### config.mk
export PLATFORM = sky130hd
export DESIGN_NAME = aes_result_reader_flat
export DESIGN_NICKNAME = d
export VERILOG_FILES = /design/src/rtl/aes_result_reader_if.sv /design/src/rtl/aes_result_reader.sv /design/src/flat_wrapper.sv
export SDC_FILE = /design/constraint.sdc
export NUM_CORES = 1
export LEC_CHECK = 0
export ABC_AREA = 1
export CELL_PAD_IN_SITES_DETAIL_PLACEMENT = 1
export CELL_PAD_IN_SITES_GLOBAL_PLACEMENT = 2
export CORE_ASPECT_RATIO = 1.4
export CORE_MARGIN = 1
export CORE_UTILIZATION = 27
export DETAILED_ROUTE_END_ITERATION = 10
export HOLD_SLACK_MARGIN = 0.15
export PLACE_DENSITY_LB_ADDON = 0.1
export SYNTH_ARGS = -nofsm -noshare
export SYNTH_HDL_FRONTEND = slang
export SYNTH_SLANG_ARGS = --single-unit
### constraint.sdc
create_clock -name clk -period 2.5 [get_ports clk]
set_clock_uncertainty 0.15 [all_clocks]
set_input_delay 0.5 -clock clk [delete_from_list [all_inputs] [get_ports clk]]
set_output_delay 0.5 -clock clk [all_outputs]
set_load 0.005 [all_outputs]
### src/rtl/aes_result_reader_if.sv
// Bus between the AES result reader and its surroundings: result capture, user controls, LED view.
// Master drives result/controls and observes the display; the reader itself is the slave.
interface aes_result_reader_if #(
    parameter int DATA_W = 128
);
    logic [DATA_W-1:0] res_data;
    logic              res_valid;
    logic              next_btn;
    logic              prev_btn;
    logic              nib_sel;
    logic              clear;
    logic [3:0]        led_data;
    logic [3:0]        byte_idx;
    logic              captured;
    logic              wrap;

    modport master (
        output res_data, res_valid, next_btn, prev_btn, nib_sel, clear,
        input  led_data, byte_idx, captured, wrap
    );

    modport slave (
        input  res_data, res_valid, next_btn, prev_btn, nib_sel, clear,
        output led_data, byte_idx, captured, wrap
    );
endinterface

### src/rtl/aes_result_reader.sv
// Captures a 128-bit AES result and shows it one nibble at a time; AES_READER_AUTOSCROLL_EN adds auto-advance.
// Latency: res_valid -> captured/byte_idx +1, led_data +2; raw button rise -> byte_idx +3, led_data +4.
// Backpressure: none; res_valid is always accepted unless clear is high in the same cycle.
module aes_result_reader #(
    parameter int DATA_W = 128
`ifdef AES_READER_AUTOSCROLL_EN
    ,
    parameter int SCROLL_TICKS = 125000000
`endif
) (
    input  logic               clk,
    input  logic               rst_n,
    aes_result_reader_if.slave bus
);
    typedef enum logic {
        S_EMPTY = 1'b0,
        S_HOLD  = 1'b1
    } state_t;

    state_t            state_q;
    logic [DATA_W-1:0] buf_q;
    logic [3:0]        byte_idx_q;
    logic [3:0]        led_data_q;
    logic              captured_q;
    logic              wrap_q;

    // [0],[1] form the synchronizer, [2] holds the previous synchronized level for edge detection
    logic [2:0] next_sync_q;
    logic [2:0] prev_sync_q;

    logic       next_edge;
    logic       prev_edge;
    logic       auto_step;
    logic       step_fwd;
    logic       step_back;
    logic [7:0] buf_bytes [16];
    logic [7:0] byte_sel;
    logic [3:0] led_data_d;

    always_ff @(posedge clk) begin
        if (!rst_n) begin
            next_sync_q <= '0;
            prev_sync_q <= '0;
        end else begin
            next_sync_q <= {next_sync_q[1:0], bus.next_btn};
            prev_sync_q <= {prev_sync_q[1:0], bus.prev_btn};
        end
    end

    assign next_edge = next_sync_q[1] & ~next_sync_q[2];
    assign prev_edge = prev_sync_q[1] & ~prev_sync_q[2];

`ifdef AES_READER_AUTOSCROLL_EN
    localparam int CNT_W = (SCROLL_TICKS > 1) ? $clog2(SCROLL_TICKS) : 1;

    logic [CNT_W-1:0] scroll_q;

    // Any manual edge, even a cancelled next+prev pair, restarts the auto-advance interval
    assign auto_step = (state_q == S_HOLD) && (scroll_q == CNT_W'(SCROLL_TICKS - 1))
                       && !next_edge && !prev_edge;

    always_ff @(posedge clk) begin
        if (!rst_n || state_q == S_EMPTY || bus.clear || bus.res_valid
            || next_edge || prev_edge || auto_step) begin
            scroll_q <= '0;
        end else begin
            scroll_q <= scroll_q + 1'b1;
        end
    end
`else
    assign auto_step = 1'b0;
`endif

    assign step_fwd  = (next_edge & ~prev_edge) | auto_step;
    assign step_back = prev_edge & ~next_edge;

    // Byte 0 is the most significant byte, matching the load ordering
    for (genvar g = 0; g < 16; g++) begin : g_bytes
        assign buf_bytes[g] = buf_q[DATA_W-1-8*g -: 8];
    end

    assign byte_sel   = buf_bytes[byte_idx_q];
    assign led_data_d = (state_q == S_HOLD) ? (bus.nib_sel ? byte_sel[7:4] : byte_sel[3:0]) : 4'h0;

    always_ff @(posedge clk) begin
        if (!rst_n) begin
            state_q    <= S_EMPTY;
            buf_q      <= '0;
            byte_idx_q <= '0;
            led_data_q <= '0;
            captured_q <= 1'b0;
            wrap_q     <= 1'b0;
        end else begin
            wrap_q     <= 1'b0;
            led_data_q <= led_data_d;
            if (bus.clear) begin
                state_q    <= S_EMPTY;
                buf_q      <= '0;
                byte_idx_q <= '0;
                captured_q <= 1'b0;
            end else if (bus.res_valid) begin
                state_q    <= S_HOLD;
                buf_q      <= bus.res_data;
                byte_idx_q <= '0;
                captured_q <= 1'b1;
            end else if (state_q == S_HOLD) begin
                if (step_fwd) begin
                    byte_idx_q <= byte_idx_q + 4'd1;
                    wrap_q     <= (byte_idx_q == 4'hF);
                end else if (step_back) begin
                    byte_idx_q <= byte_idx_q - 4'd1;
                    wrap_q     <= (byte_idx_q == 4'h0);
                end
            end
        end
    end

    assign bus.led_data = led_data_q;
    assign bus.byte_idx = byte_idx_q;
    assign bus.captured = captured_q;
    assign bus.wrap     = wrap_q;
endmodule
### src/flat_wrapper.sv
// flat-port wrapper written by rule: the top's interface ports become plain ports
module aes_result_reader_flat 
#(
    parameter int DATA_W = 128

)
  (clk, rst_n, bus_res_data, bus_res_valid, bus_next_btn, bus_prev_btn, bus_nib_sel, bus_clear, bus_led_data, bus_byte_idx, bus_captured, bus_wrap);
  aes_result_reader_if #(.DATA_W(DATA_W)) bus_i ();
  input  logic clk;
  input  logic rst_n;
  input wire logic [$bits(bus_i.res_data)-1:0] bus_res_data;
  input wire logic [$bits(bus_i.res_valid)-1:0] bus_res_valid;
  input wire logic [$bits(bus_i.next_btn)-1:0] bus_next_btn;
  input wire logic [$bits(bus_i.prev_btn)-1:0] bus_prev_btn;
  input wire logic [$bits(bus_i.nib_sel)-1:0] bus_nib_sel;
  input wire logic [$bits(bus_i.clear)-1:0] bus_clear;
  output wire logic [$bits(bus_i.led_data)-1:0] bus_led_data;
  output wire logic [$bits(bus_i.byte_idx)-1:0] bus_byte_idx;
  output wire logic [$bits(bus_i.captured)-1:0] bus_captured;
  output wire logic [$bits(bus_i.wrap)-1:0] bus_wrap;
  assign bus_i.res_data = bus_res_data;
  assign bus_i.res_valid = bus_res_valid;
  assign bus_i.next_btn = bus_next_btn;
  assign bus_i.prev_btn = bus_prev_btn;
  assign bus_i.nib_sel = bus_nib_sel;
  assign bus_i.clear = bus_clear;
  assign bus_led_data = bus_i.led_data;
  assign bus_byte_idx = bus_i.byte_idx;
  assign bus_captured = bus_i.captured;
  assign bus_wrap = bus_i.wrap;
  aes_result_reader #(.DATA_W(DATA_W)) u_core (.clk(clk), .rst_n(rst_n), .bus(bus_i));
endmodule
# After elaboration in Yosys (flattened, before gate mapping)
# Index checks and enable logic that the tools add are counted.
dict set report word_totals {
  reg_bits 144
  output_inout_bits 10
  elab_cells 37
}
dict set report classes {
  addsub 2
  magnitude_cmp 1
  eq_ne 1
  mux 8
  bitwise 11
  n_reduce_logical 7
}
# op count
set ops {}
lappend ops {{$bmux W8 S4} 1}
lappend ops {{$mux W8} 2}
lappend ops {{$mux W4} 3}
lappend ops {{$not A1 Y1} 6}
lappend ops {{$ge A5 B5 Y1 const B} 1}
lappend ops {{$not A4 Y5} 1}
lappend ops {{$add A4 B1 Y4 const B} 1}
lappend ops {{$and A1 B1 Y1} 4}
lappend ops {{$eq A4 B4 Y1 const B} 1}
lappend ops {{$logic_not A4 Y1} 1}
lappend ops {{$reduce_and A2 Y1} 2}
lappend ops {{$reduce_or A4 Y1} 1}
lappend ops {{$sub A4 B1 Y4 const B} 1}
lappend ops {{$reduce_or A3 Y1} 1}
lappend ops {{$mux W1} 2}
lappend ops {{$reduce_bool A2 Y1} 1}
lappend ops {{$reduce_or A2 Y1} 1}

# Depth between registers and ports, before layout
dict set report logic_depth {
  word_depth 6
  mapped_depth 13
  ltp_nobuf 13
}

# Least setup slack after synthesis
# No wires, ideal clock.
dict set report synth_path {
  path_kind {register to register}
  start {reg u_core.prev_sync_q[1]}
  end {reg u_core.byte_idx_q[3], in the netlist u_core.bus.byte_idx[3]}
  setup_time_ps 116
  t_arrival_ps 1660
  slack_ps 574
  path_stages_with_launch 13
  n_path_buf 0
  synth_period_minus_slack_ps 1926
  cell_sequence {dfxtp_1 > inv_1 > nor2_1 > inv_1 > ha_1 > inv_1 > ha_1 > a21oi_1 > nand2_1 > a21oi_1 > o21ai_0 > o21ai_0 > nor2_1}
}
dict set report synth_between {
  elab_chain_len 5
  elab_cells_between_ends 7
  cone_classes {mux (1); bitwise (4); reduce/logical (2)}
}
# item line_no
set synth_rtl {}
lappend synth_rtl {{from (decl)} aes_result_reader.sv:29} ;# logic [2:0] prev_sync_q;
lappend synth_rtl {{from (signal assigned)} aes_result_reader.sv:46} ;# prev_sync_q <= {prev_sync_q[1:0], bus.prev_btn};
lappend synth_rtl {{$and A1 B1 Y1 *} aes_result_reader.sv:51} ;# assign prev_edge = prev_sync_q[1] & ~prev_sync_q[2];
lappend synth_rtl {{$not A1 Y1} aes_result_reader.sv:74} ;# assign step_fwd = (next_edge & ~prev_edge) | auto_step;
lappend synth_rtl {{$and A1 B1 Y1} aes_result_reader.sv:74}
lappend synth_rtl {{$reduce_bool A2 Y1 (no line)} --}
lappend synth_rtl {{$reduce_and A2 Y1 (no line)} --}
lappend synth_rtl {{to (signal assigned)} aes_result_reader.sv:108} ;# byte_idx_q <= byte_idx_q + 4'd1;
lappend synth_rtl {{to (signal assigned)} aes_result_reader.sv:111} ;# byte_idx_q <= byte_idx_q - 4'd1;
lappend synth_rtl {{to (decl)} aes_result_reader.sv:22} ;# logic [3:0] byte_idx_q;
# Mark *: on every way between the ends. The rest lies on a longest branch, timed or not.
# A chain may end at the register's enable or synchronous reset.

# Worst setup path after layout
dict set report layout_path {
  start {reg u_core.byte_idx_q[0], in the netlist u_core.bus.byte_idx[0]}
  end {out bus_byte_idx[0]}
}
# item line_no
set layout_lines {}
lappend layout_lines {{to (decl)} flat_wrapper.sv:18} ;# output wire logic [$bits(bus_i.byte_idx)-1:0] bus_byte_idx;
# No word-level cell between the ends.

==> reports/qor.yml <==
cts_made_buffers: 17
crit_type: "flop to output pin"
initial_core_util_pct: 27.73
setup_viol: 0
path_delay_family: "flip-flops"
finalSetupTns_ps: 0
first_global_vias: 6344
synth-seq-cells: 144
die_area_um2: 23930
status: "finished, final reports clean"
core_area_um2: 22690
avgSynthCellArea_um2: 6.788
drt_first_pass_iters: 4
max_cap_violations: 0
ant_nets: 0
slew_viol_final: 0
crit_chain: "clkdlybuf4s50_1"
ys_async_sr_fraction_pct: 0
first_iter_violations: 295
fin_hold_ws_ps: 276.9
drc: 0
post_drt_via_cell_ratio: 4.610
die_h_um: 182.6
path_buf_inv: 1
cts_tree: "built"
slew_headroom_pct: 66.68
dp_hpwl_mm: 14.42
hold_viol: 0
worstReg2RegEnd: "u_core.bus.byte_idx[3]"
drive_gt1_share_pct: 5.498
seq_area_um2: 2885
fmax_mhz: 438.6
std_cell_rows: 65
hp-class: "flop to flop"
total_leakage_power_nw: 3.302
synth_area_um2: 6292
ys_seq_area_share_pct: 45.81
path_clk_slew_ps: 60
cp-end-kind: "output pin"
period_needed_ps: 2280
synthFlopType: "dfxtp_1"
cts-htree-levels: 4
cp.required_ps: 1850
yosysTopAreaCell: "dfxtp_1"
cts_resized: 0
worst_pin_slew_ps: 499.8
synth_fp_nets: 1067
antenna_found_initial: 0
r2r_start: "u_core.prev_sync_q[1]"
drt_wl_total_mm: 21.24
synth_edf_count: 0
root_buffer: "clkbuf_16"
multi_input_area_um2: 2903
clock_sinks: 144
ir_drop_mv: 0.4720
hold_depth: 2
vias: 6251
hp-start: "u_core.prev_sync_q[0]"
rsz0062_at_grt: "no"
cts_hold_buffers: 0
crit_fanout: 17
pin_count: 145
r2r_setup_slack_ps: 330
post_cts_buffers: 0
synth_warnings: 0
powerDensity_nw_per_um2: 653.6
start_kind: "flop"
antenna_cells: 0
synth_top_area_share_pct: 45.81
num-fill-cells: 2800
hold_end: "u_core.prev_sync_q[1]"
fin_crit_sh_pct: 91.21
synthCells: 927
cts_buffer_depth: 2
numPortBuffers: 144
grt_max_degree: 79
grt_pass1_wl_mm: 33.46
synth.distinct_cells: 20
cp_slowest_cell: "dfxtp_2"
final_nets: 1183
grt.overflow.total: 0
die_x_um: 131.0
synth_area_leaders: "dfxtp_1 46%, nand2_1 21%, a21oi_1 11%"
crit_arrival_ps: 1630
ff2ff_path_depth: 12
clk_latency_ps: 430
finalWeightedCongestion: 0.7079
grtUsageTotal_pct: 18.59
routedWlPerCell_um: 15.66
area_delta_synth_final_pct: 37.68
cp_slowest_stage_delay_ps: 610
==> Yosys cell counts, types with 3 or more instances <==
library cell and instances:
buf_2 27, inv_2 3, buf_1 3, buf_4 5, a21oi_1 142, nand3_1 95
ha_1 4, dfxtp_1 144, inv_1 49, o21ai_0 40, clkbuf_1 32, nor2_1 19
nand2_1 354
==> routing by layer <==
layer / GRT usage [%] / up-vias / wire length (µm)
met1: 22.96 / 2918 / 9711
li1: - / 3213 / -
met5: 0 / - / 0
met4: 5.517 / 0 / 305
met3: 3.313 / 19 / 620
met2: 32.36 / 101 / 10600
==> worst max-delay path by stage <==
stage	from	to	slack, ps	depth (start not counted)
after detailed placement	u_core.prev_sync_q[1]	u_core.bus.byte_idx[3]	340	12
after global routing	u_core.prev_sync_q[1]	u_core.bus.byte_idx[3]	70	12
after CTS	u_core.bus.byte_idx[0]	bus_byte_idx[0]	180	1
final	u_core.bus.byte_idx[0]	bus_byte_idx[0]	220	1
after floorplan	u_core.prev_sync_q[1]	u_core.bus.byte_idx[3]	570	12
after global placement	u_core.prev_sync_q[1]	u_core.bus.byte_idx[3]	440	12
==> cells by family (layout without fill, tap and decap cells) <==
| family | count (synthesis) | in the layout | synth area share [%] |
|---|---|---|---|
| DFF | 144 | 144 | 45.81 |
| AOI/OAI and AO/OA | 184 | 184 | 14.71 |
| adders and majority gates | 5 | 5 | 1.114 |
| xor gates and xnor gates | 1 | 1 | 0.1392 |
| and+or+nand+nor | 472 | 472 | 30.17 |
| buffers and inverters | 121 | 249 | 8.054 |
==> where the power goes <==
part           total [mW]  switching [mW]  internal (mW)
registers            2.40          0.0326           2.37
logic               0.539           0.253          0.286
clock network        2.72            1.04           1.68
==> worst reg2reg max path, delay by kind of cell, from the launching register on <==
kind	cells	cell delay, ps
flops	1	330
buf+inv	3	280
fa+ha+maj	2	490
simple gates	3	250
compound gates	4	540
==> layout by cell type, fill, tap and decap left out, types with 2 or more instances in the layout <==
cell type,synthesis,layout
clkdlybuf4s50_1,0,143
ha_1,4,4
o211ai_1,2,2
inv_6,0,4
dfxtp_2,0,2
dfxtp_1,144,142
o21ai_0,40,40
nor3_1,2,2
inv_1,49,49
nand3_1,95,95
clkinv_2,0,2
clkinvlp_4,0,3
buf_4,5,14
a21oi_1,142,142
nor2_1,19,19
clkbuf_16,0,17
buf_12,0,7
clkbuf_1,32,2
inv_2,3,2
nand2_1,354,354
bufinv_16,0,4
==> through the flow <==
step | util, % | std cells | setup slack, ps | instance area (µm²) | power [mW]
after global routing | 38.18 | 1356 | 71.09 | 8663 | 5.905
after detailed placement | 35.47 | 1325 | 339.5 | 8048 | 3.006
after CTS | 38.18 | 1356 | 176.9 | 8663 | 5.763
after floorplan | - | 927 | 574.0 | 6292 | 2.680
final | 38.18 | 1356 | 219.8 | 8663 | 5.662
after global placement | 35.47 | 1325 | 437.9 | 8048 | 3.002
==> layout make-up <==
cell class                 instances  area share (%)
tap                              301           4.347
timing repair buffer             164           19.35
clock buffer                      19           4.997
inverter                          54           2.383
sequential                       144           33.30
multi-input combinational        662           33.51
clock inverter                    12           2.109
==> flip-flops by register name, indices dropped and copies added (netlist names) <==
signal	cells
u_core.next_sync_q	3
u_core.bus.byte_idx	4
u_core.prev_sync_q	3
u_core.buf_bytes	128
u_core.bus.wrap	1
u_core.state_q	1
u_core.bus.led_data	4
Power figures use the tool's default switching activity.
